===== src/rtl/mvm_pkg.sv =====
// mvm_pkg: shared types and constants for the MVM sequencer.
// Holds the FSM state enum, lane width and default array geometry.
package mvm_pkg;

  localparam int LANE_W    = 8;
  localparam int SIZE_DEF  = 6;
  localparam int K_MAX_DEF = 16;

  typedef enum logic [2:0] {
    S_IDLE,
    S_CLEAR,
    S_RUN,
    S_WAIT,
    S_RESULT
  } state_t;

  function automatic logic [LANE_W-1:0] relu8(
    input logic [LANE_W-1:0] x
  );
    return x[LANE_W-1] ? '0 : x;
  endfunction

endpackage


===== src/rtl/mvm_result_reg.sv =====
// mvm_result_reg: captures the array lanes and holds them with valid/ready.
// Define MVM_SEQ_RELU_EN to clamp negative lanes to zero at capture.
module mvm_result_reg
  import mvm_pkg::*;
#(
  parameter int SIZE = SIZE_DEF
) (
  input  logic                   clk,
  input  logic                   reset,
  input  logic                   capture,
  input  logic                   accept,
  input  logic [LANE_W*SIZE-1:0] din,
  output logic [LANE_W*SIZE-1:0] res_data,
  output logic                   res_valid
);

  logic [LANE_W*SIZE-1:0] data_q;
  logic [LANE_W*SIZE-1:0] data_d;
  logic [LANE_W*SIZE-1:0] lanes;
  logic                   valid_q;
  logic                   valid_d;

  // Per-lane transform applied at capture time
  always_comb begin
    lanes = din;
`ifdef MVM_SEQ_RELU_EN
    for (int i = 0; i < SIZE; i++) begin
      lanes[LANE_W*i +: LANE_W] = relu8(din[LANE_W*i +: LANE_W]);
    end
`endif
  end

  // Load on capture, drop valid on handshake, otherwise hold
  always_comb begin
    data_d  = data_q;
    valid_d = valid_q;
    if (capture) begin
      data_d  = lanes;
      valid_d = 1'b1;
    end else if (accept) begin
      valid_d = 1'b0;
    end
  end

  // Result register state
  always_ff @(posedge clk) begin
    if (reset) begin
      data_q  <= '0;
      valid_q <= 1'b0;
    end else begin
      data_q  <= data_d;
      valid_q <= valid_d;
    end
  end

  assign res_data  = data_q;
  assign res_valid = valid_q;

endmodule


===== src/rtl/mvm_sequencer.sv =====
// mvm_sequencer: sequences the vsm MAC array through one MVM job.
// Optional build macro MVM_SEQ_RELU_EN enables ReLU on captured lanes.
module mvm_sequencer
  import mvm_pkg::*;
#(
  parameter int SIZE   = SIZE_DEF,
  parameter int K_MAX  = K_MAX_DEF,
  parameter int ADDR_W = 4,
  parameter int LEN_W  = $clog2(K_MAX + 1)
) (
  input  logic                   clk,
  input  logic                   reset,
  input  logic                   start,
  input  logic [LEN_W-1:0]       len,
  output logic                   busy,
  output logic                   mem_rd_en,
  output logic [ADDR_W-1:0]      mem_addr,
  input  logic [LANE_W*SIZE-1:0] mem_a_rdata,
  input  logic [LANE_W-1:0]      mem_b_rdata,
  output logic                   vsm_reset,
  output logic [LANE_W*SIZE-1:0] vsm_a,
  output logic [LANE_W-1:0]      vsm_b,
  input  logic [LANE_W*SIZE-1:0] vsm_out,
  output logic [LANE_W*SIZE-1:0] res_data,
  output logic                   res_valid,
  input  logic                   res_ready,
  output logic                   done
);

  state_t           state_q;
  state_t           state_d;
  logic [LEN_W-1:0] len_q;
  logic [LEN_W-1:0] len_d;
  logic [LEN_W-1:0] cnt_q;
  logic [LEN_W-1:0] cnt_d;
  logic             settle_q;
  logic             settle_d;
  logic             rd_valid_q;
  logic             rd_valid_d;
  logic             capture;
  logic             accept;

  // State register and job bookkeeping flops
  always_ff @(posedge clk) begin
    if (reset) begin
      state_q    <= S_IDLE;
      len_q      <= '0;
      cnt_q      <= '0;
      settle_q   <= 1'b0;
      rd_valid_q <= 1'b0;
    end else begin
      state_q    <= state_d;
      len_q      <= len_d;
      cnt_q      <= cnt_d;
      settle_q   <= settle_d;
      rd_valid_q <= rd_valid_d;
    end
  end

  // Next-state: clamp length at accept, walk addresses, settle once
  always_comb begin
    state_d    = state_q;
    len_d      = len_q;
    cnt_d      = cnt_q;
    settle_d   = settle_q;
    rd_valid_d = (state_q == S_RUN);
    unique case (state_q)
      S_IDLE: begin
        if (start) begin
          state_d = S_CLEAR;
          len_d   = (len > LEN_W'(K_MAX)) ? LEN_W'(K_MAX) : len;
        end
      end
      S_CLEAR: begin
        cnt_d    = '0;
        settle_d = 1'b0;
        state_d  = (len_q != '0) ? S_RUN : S_WAIT;
      end
      S_RUN: begin
        cnt_d = cnt_q + LEN_W'(1);
        if (cnt_q == len_q - LEN_W'(1)) begin
          state_d = S_WAIT;
        end
      end
      S_WAIT: begin
        settle_d = 1'b1;
        if (settle_q) begin
          settle_d = 1'b0;
          state_d  = S_RESULT;
        end
      end
      S_RESULT: begin
        if (accept) begin
          state_d = S_IDLE;
        end
      end
      default: state_d = S_IDLE;
    endcase
  end

  // Outputs: read strobe, forwarded operands, array clear, handshake
  always_comb begin
    busy      = (state_q != S_IDLE);
    mem_rd_en = (state_q == S_RUN);
    mem_addr  = mem_rd_en ? ADDR_W'(cnt_q) : '0;
    vsm_reset = reset | (state_q == S_CLEAR);
    vsm_a     = '0;
    vsm_b     = '0;
    if (rd_valid_q && !reset) begin
      vsm_a = mem_a_rdata;
      vsm_b = mem_b_rdata;
    end
    capture = (state_q == S_WAIT) && settle_q;
    accept  = (state_q == S_RESULT) && res_valid && res_ready;
    done    = accept;
  end

  mvm_result_reg #(
    .SIZE (SIZE)
  ) u_res (
    .clk       (clk),
    .reset     (reset),
    .capture   (capture),
    .accept    (accept),
    .din       (vsm_out),
    .res_data  (res_data),
    .res_valid (res_valid)
  );

endmodule

===== config.mk =====
export PLATFORM = sky130hd
export DESIGN_NAME = mvm_sequencer
export DESIGN_NICKNAME = d
export VERILOG_FILES = /design/src/rtl/mvm_pkg.sv /design/src/rtl/mvm_result_reg.sv /design/src/rtl/mvm_sequencer.sv
export SDC_FILE = /design/constraint.sdc
export NUM_CORES = 1
export LEC_CHECK = 0
export ABC_AREA = 1
export CAP_MARGIN = 20
export CORE_ASPECT_RATIO = 0.8
export CORE_MARGIN = 2
export CORE_UTILIZATION = 38
export CTS_BUF_LIST = sky130_fd_sc_hd__clkbuf_4
export DETAILED_ROUTE_END_ITERATION = 12
export GPL_ROUTABILITY_DRIVEN = 0
export PLACE_DENSITY = 0.88
export SLEW_MARGIN = 0
export SYNTH_ARGS = -nofsm -noshare
export SYNTH_HDL_FRONTEND = slang
export SYNTH_SLANG_ARGS = --single-unit
export TNS_END_PERCENT = 10

===== constraint.sdc =====
create_clock -name clk -period 2.8 [get_ports clk]
set_input_delay 0.84 -clock clk [delete_from_list [all_inputs] [get_ports clk]]
set_output_delay 0.84 -clock clk [all_outputs]
set_load 0.02 [all_outputs]

# --- Word-level counts from Yosys, hierarchy flattened ---
# Index checks and enable logic that the tools add are counted.
classes:
  addsub: 2
  n_lt_le_gt_ge: 1
  eq_ne: 9
  muxes: 15
  bitwise_logic: 1
  reduce_logical: 13
op_table:
  columns: ["cell", "count"]
  rows:
  - ["$mux W48", 1]
  - ["$pmux W3 S5", 1]
  - ["$mux W3", 4]
  - ["$pmux W5 S2", 1]
  - ["$mux W8", 1]
  - ["$eq A3 B2 Y1 const B", 2]
  - ["$ne A2 B2 Y1 const B", 3]
  - ["$reduce_bool A2 Y1", 3]
  - ["$add A5 B1 Y5 const B", 1]
  - ["$eq A5 B5 Y1", 1]
  - ["$gt A5 B5 Y1 const B", 1]
  - ["$mux W5", 1]
  - ["$reduce_bool A5 Y1", 1]
  - ["$sub A5 B1 Y5 const B", 1]
  - ["$logic_and A1 B1 Y1", 4]
  - ["$mux W1", 4]
  - ["$mux W4", 1]
  - ["$reduce_and A4 Y1", 1]
  - ["$eq A3 B1 Y1 const B", 1]
  - ["$eq A3 B3 Y1 const B", 1]
  - ["$logic_not A3 Y1", 1]
  - ["$reduce_bool A3 Y1", 1]
  - ["$ne A2 B1 Y1 const B", 1]
  - ["$pmux W1 S2", 1]
  - ["3 further kinds", 3]
totals:
  ff_bits: 64
  input_bits: 113
  elab_cells: 48

# --- Depth between registers and ports, before layout ---
# Gate-level depths: netlist of the first run.
depth:
  word_depth: 5
  depth_mapped: 12
  ltp_nobuf: 12

# --- By module ---
# From an unflattened synthesis of the first run, not the netlist that was laid out.
unflattened:
  hier_cells: 462
  area_unflattened_um2: 3012.9
modules_own_cells:
  columns: ["mod", "n_inst", "cells_per_inst", "area_per_inst_um2"]
  rows:
  - ["mvm_result_reg", 1, 213, 1697.9]
  - ["mvm_sequencer", 1, 249, 1315.0]

# --- Least setup slack after synthesis of the first run ---
# Ideal clock, no wire load.
synth_timing:
  path_type: "input -> output"
  start: "input port reset"
  end: "output port vsm_a[10]"
  arrival_time_ps: 1664
  required_time_ps: 1960
  slack_ps: 296
  cell_stages: 5
  cell_sequence: "inv_1 > nand2_1 > buf_2 > buf_2 > nor2_1"
synth_between:
  elab_chain_len: 3
synth_rtl:
  columns: ["item", "line_no", "source"]
  rows:
  - ["start: declaration", "mvm_sequencer.sv:12", "input logic reset,"]
  - ["$logic_not A1 Y1", "mvm_sequencer.sv:109", "if (rd_valid_q && !reset) begin"]
  - ["$logic_and A1 B1 Y1", "mvm_sequencer.sv:109", null]
  - ["$mux W48", "mvm_sequencer.sv:109", null]
  - ["end: declaration", "mvm_sequencer.sv:21", "output logic [LANE_W*SIZE-1:0] vsm_a,"]
# No other way between the ends.

# --- Worst setup path in the final report of the first run ---
layout_timing:
  start: "input port mem_a_rdata[6]"
  end: "output port vsm_a[6]"
layout_between:
  elab_chain_len: 1
layout_rtl:
  columns: ["item", "line_no", "source"]
  rows:
  - ["start: declaration", "mvm_sequencer.sv:18", "input logic [LANE_W*SIZE-1:0] mem_a_rdata,"]
  - ["$mux W48", "mvm_sequencer.sv:109", null]
# No other way between the ends.

==> summary.txt, run 1 <==
Layout
  – Multi-input gate area: 0.001360 sq mm
  – Cell area after layout: 0.005434 sq mm
  – Final core utilization: 0.6901
  – N_diodes: 0
  – Area Overhead vs Synth: 77.85%
  – Share of cells above drive strength 1: 0.05814
  – Register area: 0.001282 sq mm
  – Final Net Count: 798
  – Fillers: 691

Synth
  – Synth Instances: 465
  – Yosys top cell by area: dfxtp_1
  – Register area share after synthesis: 0.4193
  – FFs w/ async S/R, synth: 0
  – Post-synthesis cell type count: 24
  – Avg Cell Area, Syn: 6.571 sq um
  – Post-synth EDFFs: 0
  – Top cells by count, synth: nand2_1, inv_1, nor2_1
  – Ys flop type: dfxtp_1
  – Post-Syn Area: 0.003055 sq mm
  – Area contributors post-synth: dfxtp_1, nand2_1, a21oi_1, nand3_1, inv_1
  – Most frequent cell after synthesis: nand2_1
  – Yosys warns: 0
  – Post-Syn Nets: 580
  – #FFs+latches synth: 64
  – Synth top area share: 0.4193

Timing
  – Worst Max-Slew Pin Slew: 0.6077 ns
  – Max-slew headroom: 0.5949
  – Final Skew: 0.01444 ns
  – Slew Viols, Final: 0
  – Final worst setup slack: 0.07776 ns
  – Final min period: 2.722 ns
  – RSZ-0062 raised after global routing: false
  – Fmax: 367.3 MHz
  – Final Hold Vio Count: 0
  – Part of the cycle the worst path needs: 0.9722
  – Final setup fails: 0

Placed design
  – DP Area: 0.005373 sq mm
  – Pre-CTS WS: -0.1819 ns
  – Number of I/O port buffers: 225
  – Post-DP HPWL: 9235 um

GRT
  – Antenna violations before repair: 0
  – First-pass GRT wire length: 19,450 um
  – Largest net degree at the start of global routing: 58
  – Gr usage total: 0.2728
  – Number of global-route vias before repair: 3,834
  – Grt total ovfl: 0

Power and ir drop
  – Power per cell area: 450.3 mW/mm^2
  – VDD IR max: 0.4007 mV
  – Leak pwr: 0.002512 uW

Die
  – CORE AREA: 0.007874 sq mm
  – I/O pin total: 226
  – Die Span X: 104.3 um
  – # rows: 29
  – Initial Util: 0.3881
  – Die H: 84.20 um
  – Full die area: 0.008778 sq mm

Drt
  – First-pass DRT Iterations: 4
  – DRT antenna net count: 0
  – DRC viols: 0
  – Total vias in the final route: 3,872
  – Avg WL per Cell: 15.12 um
  – DRT iter0 DRCs: 221
  – Post-DR vias/cell: 4.864
  – Routed Wire Length: 12,040 um

Setup path
  – R2r setup slk: 1.10 ns
  – Data required, critical path: 1.96 ns
  – Crit path capture type: output pin
  – R2r endpoint: state_q[1]$_SDFFE_PP0P_
  – WS Path Type: primary input to output pin
  – R2R depth: 12
  – Crit Path Max Fanout: 1
  – CP Data Arrival Time: 1.88 ns
  – CP startpoint kind: primary input
  – Reg2reg start: len_q[0]$_SDFFE_PP0P_

Run
  – Max-cap violations: 0

Clocking
  – CTS Buf Count: 9
  – Max Root-Sink Buffers: 2
  – Clk_lat worst skew: 0.39 ns
  – Root buffer cell: clkbuf_4
  – Clk pin slew, worst setup/hold paths: 0.11 ns
  – Clock net sink count: 64
  – CTS tree: done
  – H-tree depth: 3

Status
  – Status: complete, no violations

Hold path
  – Hold WC Path Type: register to register
  – Worst hold path startpoint: u_res.res_data[20]$_SDFFE_PP0P_
  – Hold depth: 2
  – Worst Hold Path EP: u_res.res_data[20]$_SDFFE_PP0P_
==> sequential cells by signal, indices dropped and copies added (netlist names) <==
register         flops
state_q              3
len_q                5
u_res.res_valid      1
settle_q             1
u_res.res_data      48
rd_valid_q           1
cnt_q                5
==> area by class of cell <==
class	instances	share of cell area
timing repair buffer	235	0.4158
sequential	64	0.2360
inverter	76	0.05250
clock buffer	10	0.01382
multi-input combinational	297	0.2503
tap	108	0.02487
clock inverter	6	0.006677
==> cell usage in the layout (no fill, tap or decap) <==
| master | netlist | routed |
|---|---|---|
| nor4_2 | 1 | 1 |
| clkinv_1 | 0 | 2 |
| dlygate4sd2_1 | 0 | 50 |
| clkbuf_4 | 0 | 10 |
| buf_4 | 1 | 16 |
| buf_12 | 0 | 1 |
| a211oi_1 | 3 | 3 |
| clkdlybuf4s50_1 | 0 | 165 |
| xnor2_1 | 1 | 1 |
| nand2_1 | 85 | 84 |
| nor3_1 | 3 | 3 |
| inv_1 | 76 | 76 |
| a21oi_1 | 61 | 61 |
| clkinv_2 | 0 | 1 |
| o41ai_1 | 1 | 1 |
| nor2_4 | 1 | 1 |
| clkinvlp_4 | 0 | 2 |
| buf_2 | 12 | 1 |
| dlymetal6s2s_1 | 0 | 2 |
| dfxtp_2 | 0 | 1 |
| clkinv_4 | 0 | 1 |
| xor2_1 | 1 | 1 |
| nor2_2 | 1 | 2 |
| o21ai_0 | 4 | 4 |
| a22oi_1 | 1 | 1 |
| nand2_2 | 1 | 2 |
| a32o_1 | 1 | 1 |
| nand3_2 | 0 | 1 |
| ha_1 | 2 | 2 |
| dfxtp_1 | 64 | 63 |
| nand3_1 | 60 | 59 |
| nor2_1 | 70 | 69 |
==> stage by stage <==
stage	std cells	setup TNS (ns)	total power (uW)	hold WS [ns]
finish	796	0	2447	0.4674
global route	796	0	2591	0.4823
CTS	796	0	2458	0.4681
detailed placement	780	-5.316	1963	0.4523
global placement	780	-5.139	1924	0.4467
floorplan	465	0	1556	0.4589
==> what timing repair did <==
item                                    in CTS  in global routing
endpoints found under the setup margin      51                  2
hold buffers                                 0                  0
buffers inserted                             0                  0
resized for setup                           51                  3
endpoints found under the hold margin        0                  0
==> kinds of logic (layout without fill, tap and decap cells) <==
logic type / after synthesis / count (layout) / share of synthesized area
simple gates: 222 / 222 / 0.3055
buf+inv: 104 / 327 / 0.1388
compound gates: 71 / 71 / 0.1224
flops: 64 / 64 / 0.4193
fa+ha+maj: 2 / 2 / 0.008189
xor+xnor: 2 / 2 / 0.005734
==> where the power goes <==
group	leakage (uW)	switching [uW]	internal [uW]	total, uW
registers	0.000517	62.1	960	1020
clock network	0.0000575	328	187	514
logic	0.00194	531	380	911
total	0.00251	921	1530	2450
==> worst max-delay path: stages <==
cell and delay (ns):
clkdlybuf4s50_1 0.46, inv_1 0.04, nor2_1 0.17, dlygate4sd2_1 0.37
==> per-layer routing <==
layer / vias up / track usage / wire (um)
met5: - / 0 / 0
met4: 0 / 0.08600 / 313
met3: 20 / 0.1033 / 1032
met2: 162 / 0.4892 / 6010
met1: 1801 / 0.3007 / 4683
li1: 1889 / - / -
==> how the worst max path moves through the flow <==
stage,startpoint,to,slack (ns)
finish,mem_a_rdata[6],vsm_a[6],0.08
global route,state_q[0]$_SDFFE_PP0P_,mem_addr[1],0.005
detailed placement,mem_a_rdata[6],vsm_a[6],-0.18
global placement,mem_a_rdata[6],vsm_a[6],-0.21
floorplan,reset,vsm_a[10],0.30
CTS,state_q[0]$_SDFFE_PP0P_,mem_rd_en,0.06
No activity file was read; power rests on OpenSTA's default activity.
==> run 2, diff against run 1 <==
- CORE_UTILIZATION: 38 -> 35
- MAX_ROUTING_LAYER: unset -> met4
- PLACE_DENSITY: 0.88 -> 0.82
- clock period: 2.8 -> 3.01 ns (I/O delays scaled with it)
==> summary.txt, run 2 (same netlist as run 1, synthesis figures left out) <==
Die
  – Initial Util: 0.3602 (was 0.3881)
  – CORE AREA: 0.008483 sq mm (was 0.007874 sq mm)
  – I/O pin total: 226 (unchanged)
  – Full die area: 0.009498 sq mm (was 0.008778 sq mm)
  – # rows: 30 (was 29)
  – Die Span X: 108.5 um (was 104.3 um)
  – Die H: 87.57 um (was 84.20 um)

Setup path
  – Reg2reg start: state_q[0]$_SDFFE_PP0P_ (was len_q[0]$_SDFFE_PP0P_)
  – Crit path launch: state_q[0]$_SDFFE_PP0P_ (was mem_a_rdata[6])
  – Crit path capture type: output pin (unchanged)
  – Slowest CP cell: clkdlybuf4s50_1 (unchanged)
  – CP startpoint kind: register (was primary input)
  – R2R depth: 8 (was 12)
  – R2r endpoint: state_q[1]$_SDFFE_PP0P_ (unchanged)
  – Instance count on the critical path: 4 (unchanged)
  – Data required, critical path: 2.11 ns (was 1.96 ns)
  – WS Path Type: register to output pin (was primary input to output pin)
  – Worst path cell trace: nor2_2, nand2_2, nor2_1, clkdlybuf4s50_1 (was clkdlybuf4s50_1, inv_1, nor2_1, dlygate4sd2_1)
  – CP bufs+invs: 1 (was 3)
  – Crit path max-delay family: buffers and inverters (unchanged)
  – R2r setup slk: 1.29 ns (was 1.10 ns)
  – CP Data Arrival Time: 1.93 ns (was 1.88 ns)
  – Critical Path Sink: mem_addr[0] (was vsm_a[6])
  – Crit Path Max Fanout: 9 (was 1)
  – CP max stage delay: 0.65 ns (was 0.46 ns)

Timing
  – Worst Max-Slew Pin Slew: 0.6029 ns (was 0.6077 ns)
  – Fmax: 353.3 MHz
  – Final Hold Vio Count: 0 (unchanged)
  – Max-slew headroom: 0.5981 (was 0.5949)
  – Part of the cycle the worst path needs: 0.9404
  – RSZ-0062 raised after global routing: false (unchanged)
  – Slew Viols, Final: 0 (unchanged)
  – Final min period: 2.831 ns
  – Final setup fails: 0 (unchanged)
  – Final Skew: 0.01275 ns (was 0.01444 ns)

Clocking
  – Clk_lat worst skew: 0.39 ns (about the same)
  – Hold_buf cts: 0 (unchanged)
  – Root buffer cell: clkbuf_4 (unchanged)
  – Max Root-Sink Buffers: 2 (unchanged)
  – Clk pin slew, worst setup/hold paths: 0.11 ns (about the same)
  – H-tree depth: 3 (unchanged)
  – Clock net sink count: 64 (unchanged)
  – CTS tree: done (unchanged)
  – CTS Buf Count: 9 (unchanged)

Layout
  – Multi-input gate area: 0.001355 sq mm (was 0.001360 sq mm)
  – Fillers: 760 (was 691)
  – Final core utilization: 0.6440 (was 0.6901)
  – Share of cells above drive strength 1: 0.05685 (was 0.05814)
  – Most common cell after layout, fill and taps aside: clkdlybuf4s50_1 (unchanged)
  – Max reg flops: 48 (unchanged)
  – Register area: 0.001282 sq mm (unchanged)
  – Final Net Count: 796 (was 798)
  – Area Overhead vs Synth: 78.79% (was 77.85%)
  – N_diodes: 0 (unchanged)
  – Commonest non-fill, non-tap cells in the layout: clkdlybuf4s50_1, nand2_1, inv_1 (unchanged)

Hold path
  – Hold WC Path Type: register to register (unchanged)

Drt
  – Routed Wire Length: 11,700 um (was 12,040 um)
  – DRT iter0 DRCs: 202 (was 221)
  – First-pass DRT Iterations: 4 (unchanged)
  – DRT antenna net count: 0 (unchanged)
  – Total vias in the final route: 3,761 (was 3,872)
  – Post-DR vias/cell: 4.713 (was 4.864)
  – DRC viols: 0 (unchanged)
  – Avg WL per Cell: 14.66 um (was 15.12 um)

Power and ir drop
  – Leak pwr: 0.002567 uW (was 0.002512 uW)
  – VDD IR max: 0.3733 mV (was 0.4007 mV)
  – Total power: 2355 uW (was 2447 uW)
  – Power per cell area: 431.2 mW/mm^2 (was 450.3 mW/mm^2)

Run
  – Max-cap violations: 0 (unchanged)

Status
  – Status: complete, no violations (unchanged)

Placed design
  – Post-DP HPWL: 8879 um (was 9235 um)
  – Number of I/O port buffers: 225 (unchanged)

GRT
  – Antenna violations before repair: 0 (unchanged)
  – Largest net degree at the start of global routing: 58 (unchanged)
  – Grt total ovfl: 0 (unchanged)
  – First-pass GRT wire length: 17,510 um (was 19,450 um)
  – Gr usage total: 0.2435 (was 0.2728)
  – Number of global-route vias before repair: 3,582 (was 3,834)
==> run 2: cell types whose count changed in the layout (fill, tap and decap cells not counted), sizes merged <==
cell	before	now
buf	18	16
inv	76	77
dlygate4sd2	50	44
dlymetal6s2s	2	6
bufinv	0	1
clkinvlp	2	1
clkbuf	10	9
clkdlybuf4s50	165	167
==> run 2: layer usage <==
layer	part of all wire	track usage
met5	0	-
met2	0.51	0.4233
met4	0.014	0.08858
met3	0.094	0.07440
met1	0.38	0.2634
==> run 2: how the worst min path moves through the flow <==
| stage | from | endpoint | slack (ns) | depth (start not counted) |
|---|---|---|---|---|
| 6_report | u_res.res_data[34]$_SDFFE_PP0P_ | u_res.res_data[34]$_SDFFE_PP0P_ | 0.47 | 2 |
| 5_1_grt | u_res.res_data[47]$_SDFFE_PP0P_ | u_res.res_data[47]$_SDFFE_PP0P_ | 0.49 | 2 |
| 4_1_cts | u_res.res_data[9]$_SDFFE_PP0P_ | u_res.res_data[9]$_SDFFE_PP0P_ | 0.47 | 2 |
| 3_5_place_dp | u_res.res_data[9]$_SDFFE_PP0P_ | u_res.res_data[9]$_SDFFE_PP0P_ | 0.45 | 2 |
| 3_3_place_gp | u_res.res_data[45]$_SDFFE_PP0P_ | u_res.res_data[45]$_SDFFE_PP0P_ | 0.45 | 2 |
| 2_1_floorplan | cnt_q[0]$_SDFFE_PP0N_ | cnt_q[0]$_SDFFE_PP0N_ | 0.46 | 1 |
==> run 2: final cells by class <==
cell class,count,area share
inverters,76,0.05222
clock buffers,9,0.01237
well taps,112,0.02565
multi-input cells,297,0.2481
repair buffers,233,0.4141
clock inverters,7,0.01283
flip-flops and latches,64,0.2348
==> run 2: timing repair <==
action | CTS | global route
buffers inserted | 0 | 0
gates resized for setup | 44 | 7
cloned | 0 | 0
setup endpoints to repair | 44 | 9
==> run 2: power by group <==
part | total (uW) | switching (uW) | internal, uW
combinational | 829 | 478 | 351
sequential | 953 | 59.6 | 893
clock | 573 | 320 | 253
==> run 2: worst register-to-register path, cell delays in order, from the launching register on <==
cell and delay [ns]:
dfxtp_1 0.42, nand2_1 0.13, nor2_4 0.10, buf_4 0.41, nand2_1 0.14, nand2_1 0.13
nor2_2 0.06, a21oi_1 0.15, nor2_1 0.06
==> run 2: stage by stage <==
| step | area, sq um | worst slack (ns) | hold slack [ns] | cells | TNS (ns) |
|---|---|---|---|---|---|
| 3_3_place_gp | 5363 | -0.05753 | 0.4473 | 782 | -0.8075 |
| 4_1_cts | 5445 | 0.0006937 | 0.4690 | 798 | 0 |
| 2_1_floorplan | 3055 | 0.3803 | 0.4589 | 465 | 0 |
| 3_5_place_dp | 5363 | -0.06165 | 0.4511 | 782 | -0.9275 |
| 6_report | 5463 | 0.1794 | 0.4667 | 798 | 0 |
| 5_1_grt | 5463 | 0.05066 | 0.4886 | 798 | 0 |
==> run 3, diff against run 2 <==
- PLACE_DENSITY: 0.82 -> 0.83
- SYNTH_HIERARCHICAL: unset -> 1
==> summary.txt, run 3 <==
Status
  – Status: complete, no violations (unchanged)

Clocking
  – Clk_lat worst skew: 0.40 ns (was 0.39 ns)
  – Post-CTS Setup Inserts: 0 (unchanged)
  – H-tree depth: 3 (unchanged)
  – Clock net sink count: 64 (unchanged)
  – Max Root-Sink Buffers: 2 (unchanged)
  – CTS tree: done (unchanged)
  – Root buffer cell: clkbuf_4 (unchanged)
  – CTS Buf Count: 9 (unchanged)
  – Clk pin slew, worst setup/hold paths: 0.10 ns (was 0.11 ns)
  – Hold_buf cts: 0 (unchanged)

Drt
  – DRT iter0 DRCs: 229 (was 202)
  – DRT antenna net count: 0 (unchanged)
  – First-pass DRT Iterations: 4 (unchanged)
  – Post-DR vias/cell: 4.569 (was 4.713)
  – Total vias in the final route: 3,646 (was 3,761)
  – Avg WL per Cell: 13.68 um (was 14.66 um)
  – DRC viols: 0 (unchanged)
  – Routed Wire Length: 10,920 um (was 11,700 um)

Synth
  – Post-Syn Nets: 577 (was 580)
  – Top cells by count, synth: nor2_1, inv_1, dfxtp_1 (was nand2_1, inv_1, nor2_1)
  – Yosys warns: 6 (was 0)
  – #FFs+latches synth: 64 (unchanged)
  – Most frequent cell after synthesis: nor2_1 (was nand2_1)
  – Synth top area share: 0.4252 (was 0.4193)
  – Ys flop type: dfxtp_1 (unchanged)
  – Post-synth EDFFs: 0 (unchanged)
  – Synth Instances: 462 (was 465)
  – Yosys top cell by area: dfxtp_1 (unchanged)
  – Post-synthesis cell type count: 30 (was 24)
  – Register area share after synthesis: 0.4252 (was 0.4193)
  – FFs w/ async S/R, synth: 0 (unchanged)
  – Avg Cell Area, Syn: 6.521 sq um (was 6.571 sq um)
  – Post-Syn Area: 0.003013 sq mm (was 0.003055 sq mm)
  – Area contributors post-synth: dfxtp_1, nor2_1, inv_1, o21ai_0, nand2_1 (was dfxtp_1, nand2_1, a21oi_1, nand3_1, inv_1)

GRT
  – Gr usage total: 0.2304 (was 0.2435)
  – Number of global-route vias before repair: 3,414 (was 3,582)
  – First-pass GRT wire length: 16,510 um (was 17,510 um)
  – Grt total ovfl: 0 (unchanged)
  – Antenna violations before repair: 0 (unchanged)
  – Largest net degree at the start of global routing: 50 (was 58)

Power and ir drop
  – Power per cell area: 398.6 mW/mm^2 (was 431.2 mW/mm^2)
  – VDD IR max: 0.2465 mV (was 0.3733 mV)
  – Leak pwr: 0.002612 uW (was 0.002567 uW)

Setup path
  – Crit path capture type: output pin (unchanged)
  – Slowest CP cell: clkdlybuf4s50_1 (unchanged)
  – CP Data Arrival Time: 1.95 ns (was 1.93 ns)
  – Crit Path Max Fanout: 8 (was 9)
  – CP max stage delay: 0.61 ns (was 0.65 ns)
  – Worst path cell trace: nor3_4, inv_2, nor2_1, clkdlybuf4s50_1 (was nor2_2, nand2_2, nor2_1, clkdlybuf4s50_1)
  – CP startpoint kind: register (unchanged)
  – WS Path Type: register to output pin (unchanged)
  – Data required, critical path: 2.11 ns (about the same)

Layout
  – Max reg flops: 48 (unchanged)
  – Cell area after layout: 0.005278 sq mm (was 0.005463 sq mm)
  – Commonest non-fill, non-tap cells in the layout: clkdlybuf4s50_1, nor2_1, inv_1 (was clkdlybuf4s50_1, nand2_1, inv_1)
  – Multi-input gate area: 0.001309 sq mm (was 0.001355 sq mm)
  – Area Overhead vs Synth: 75.17% (was 78.79%)
  – Register area: 0.001282 sq mm (unchanged)
  – N_diodes: 0 (unchanged)
  – Final Net Count: 798 (was 796)
  – Most common cell after layout, fill and taps aside: clkdlybuf4s50_1 (unchanged)
  – Fillers: 756 (was 760)
  – Share of cells above drive strength 1: 0.1312 (was 0.05685)

Timing
  – Slew Viols, Final: 0 (unchanged)
  – Final min period: 2.852 ns (was 2.831 ns)
  – Final Skew: 0.01368 ns (was 0.01275 ns)
  – RSZ-0062 raised after global routing: false (unchanged)
  – Max-slew headroom: 0.4308 (was 0.5981)
  – Final Hold Vio Count: 0 (unchanged)
  – Final setup fails: 0 (unchanged)
  – Part of the cycle the worst path needs: 0.9476 (was 0.9404)
  – Fmax: 350.6 MHz (was 353.3 MHz)
  – Setup TNS: 0 ns (unchanged)
  – Worst Max-Slew Pin Slew: 0.8526 ns (was 0.6029 ns)

Die
  – Initial Util: 0.3583 (was 0.3602)
  – I/O pin total: 226 (unchanged)
  – # rows: 30 (unchanged)
  – Die Span X: 107.7 um (was 108.5 um)
  – Die H: 86.99 um (was 87.57 um)
  – CORE AREA: 0.008408 sq mm (was 0.008483 sq mm)
  – Full die area: 0.009371 sq mm (was 0.009498 sq mm)

Placed design
  – Post-DP HPWL: 8118 um (was 8879 um)
  – DP Area: 0.005355 sq mm (was 0.005363 sq mm)
  – Number of I/O port buffers: 225 (unchanged)

Hold path
  – Hold WC Path Type: register to register (unchanged)

Run
  – Max-cap violations: 0 (unchanged)
run 3: path summary, 6_finish.rpt:
check	from	depth (start not counted)	end	slack [ns]
setup reg to reg	state_q[2]$_SDFFE_PP0P_	6	u_res/res_data[11]$_SDFFE_PP0P_	1.30
hold reg to reg	u_res/res_valid$_SDFFE_PP0P_	2	u_res/res_valid$_SDFFE_PP0P_	0.49
setup / recovery	state_q[2]$_SDFFE_PP0P_	4	mem_addr[1]	0.16
hold / removal	u_res/res_valid$_SDFFE_PP0P_	2	u_res/res_valid$_SDFFE_PP0P_	0.49
run 3: cell families (layout without fill, tap and decap cells):
kind of cell	Yosys count	after routing	synth area share
adder cells (fa/ha/maj)	2	2	0.008304
AO/OA/AOI/OAI	72	72	0.1287
AND/OR/NAND/NOR	218	218	0.2890
flip-flops	64	64	0.4252
XOR/XNOR	2	2	0.005815
buffers and inverters	104	328	0.1429
run 3: metal layers:
metal  global-route usage  vias to the layer above  routed length, um
li1                     -                     1840                  -
met1               0.2623                     1614               4451
met2               0.3882                      174               5216
met3              0.06432                       18               1008
met4              0.08625                        0                242
met5                    -                        -                  0
run 3: repair_timing:
item	in CTS	in global routing
setup endpoints to repair	58	23
gates cloned	0	1
resized for setup	210	9
endpoints found under the hold margin	0	0
run 3: power breakdown:
part,total (uW),internal [uW],switching (uW),leakage (uW)
Clock,452,154,298,0.0000549
Sequential,939,891,47.7,0.000517
Combinational,713,326,386,0.00204
Total,2100,1370,732,0.00261
run 3: worst max-delay path: cells and delay by family, from the launching register on:
| family | cells | cell delay [ns] |
|---|---|---|
| buffers and inverters | 2 | 0.76 |
| AND/OR/NAND/NOR | 2 | 0.41 |
| flip-flops | 1 | 0.40 |
run 3: per-stage QoR:
stage          utilization  power, uW  hold WS, ns  worst slack, ns  instances
2_1_floorplan            -       1329       0.4589           0.2644        462
3_3_place_gp        0.6369       1665       0.4674          -0.3265        783
3_5_place_dp        0.6369       1689       0.4785          -0.3159        783
4_1_cts             0.6263       2108       0.4946        0.0001528        797
5_1_grt             0.6277       2237       0.5206          0.03755        798
6_report            0.6277       2104       0.4912           0.1579        798
run 3: area by class of cell:
| type | count | area share |
|---|---|---|
| Timing Repair Buffer | 232 | 0.4064 |
| Multi-Input combinational cell | 294 | 0.2480 |
| Sequential cell | 64 | 0.2430 |
| Inverter | 82 | 0.05832 |
| Tap cell | 112 | 0.02655 |
| Clock buffer | 9 | 0.01280 |
| Clock inverter | 5 | 0.004979 |
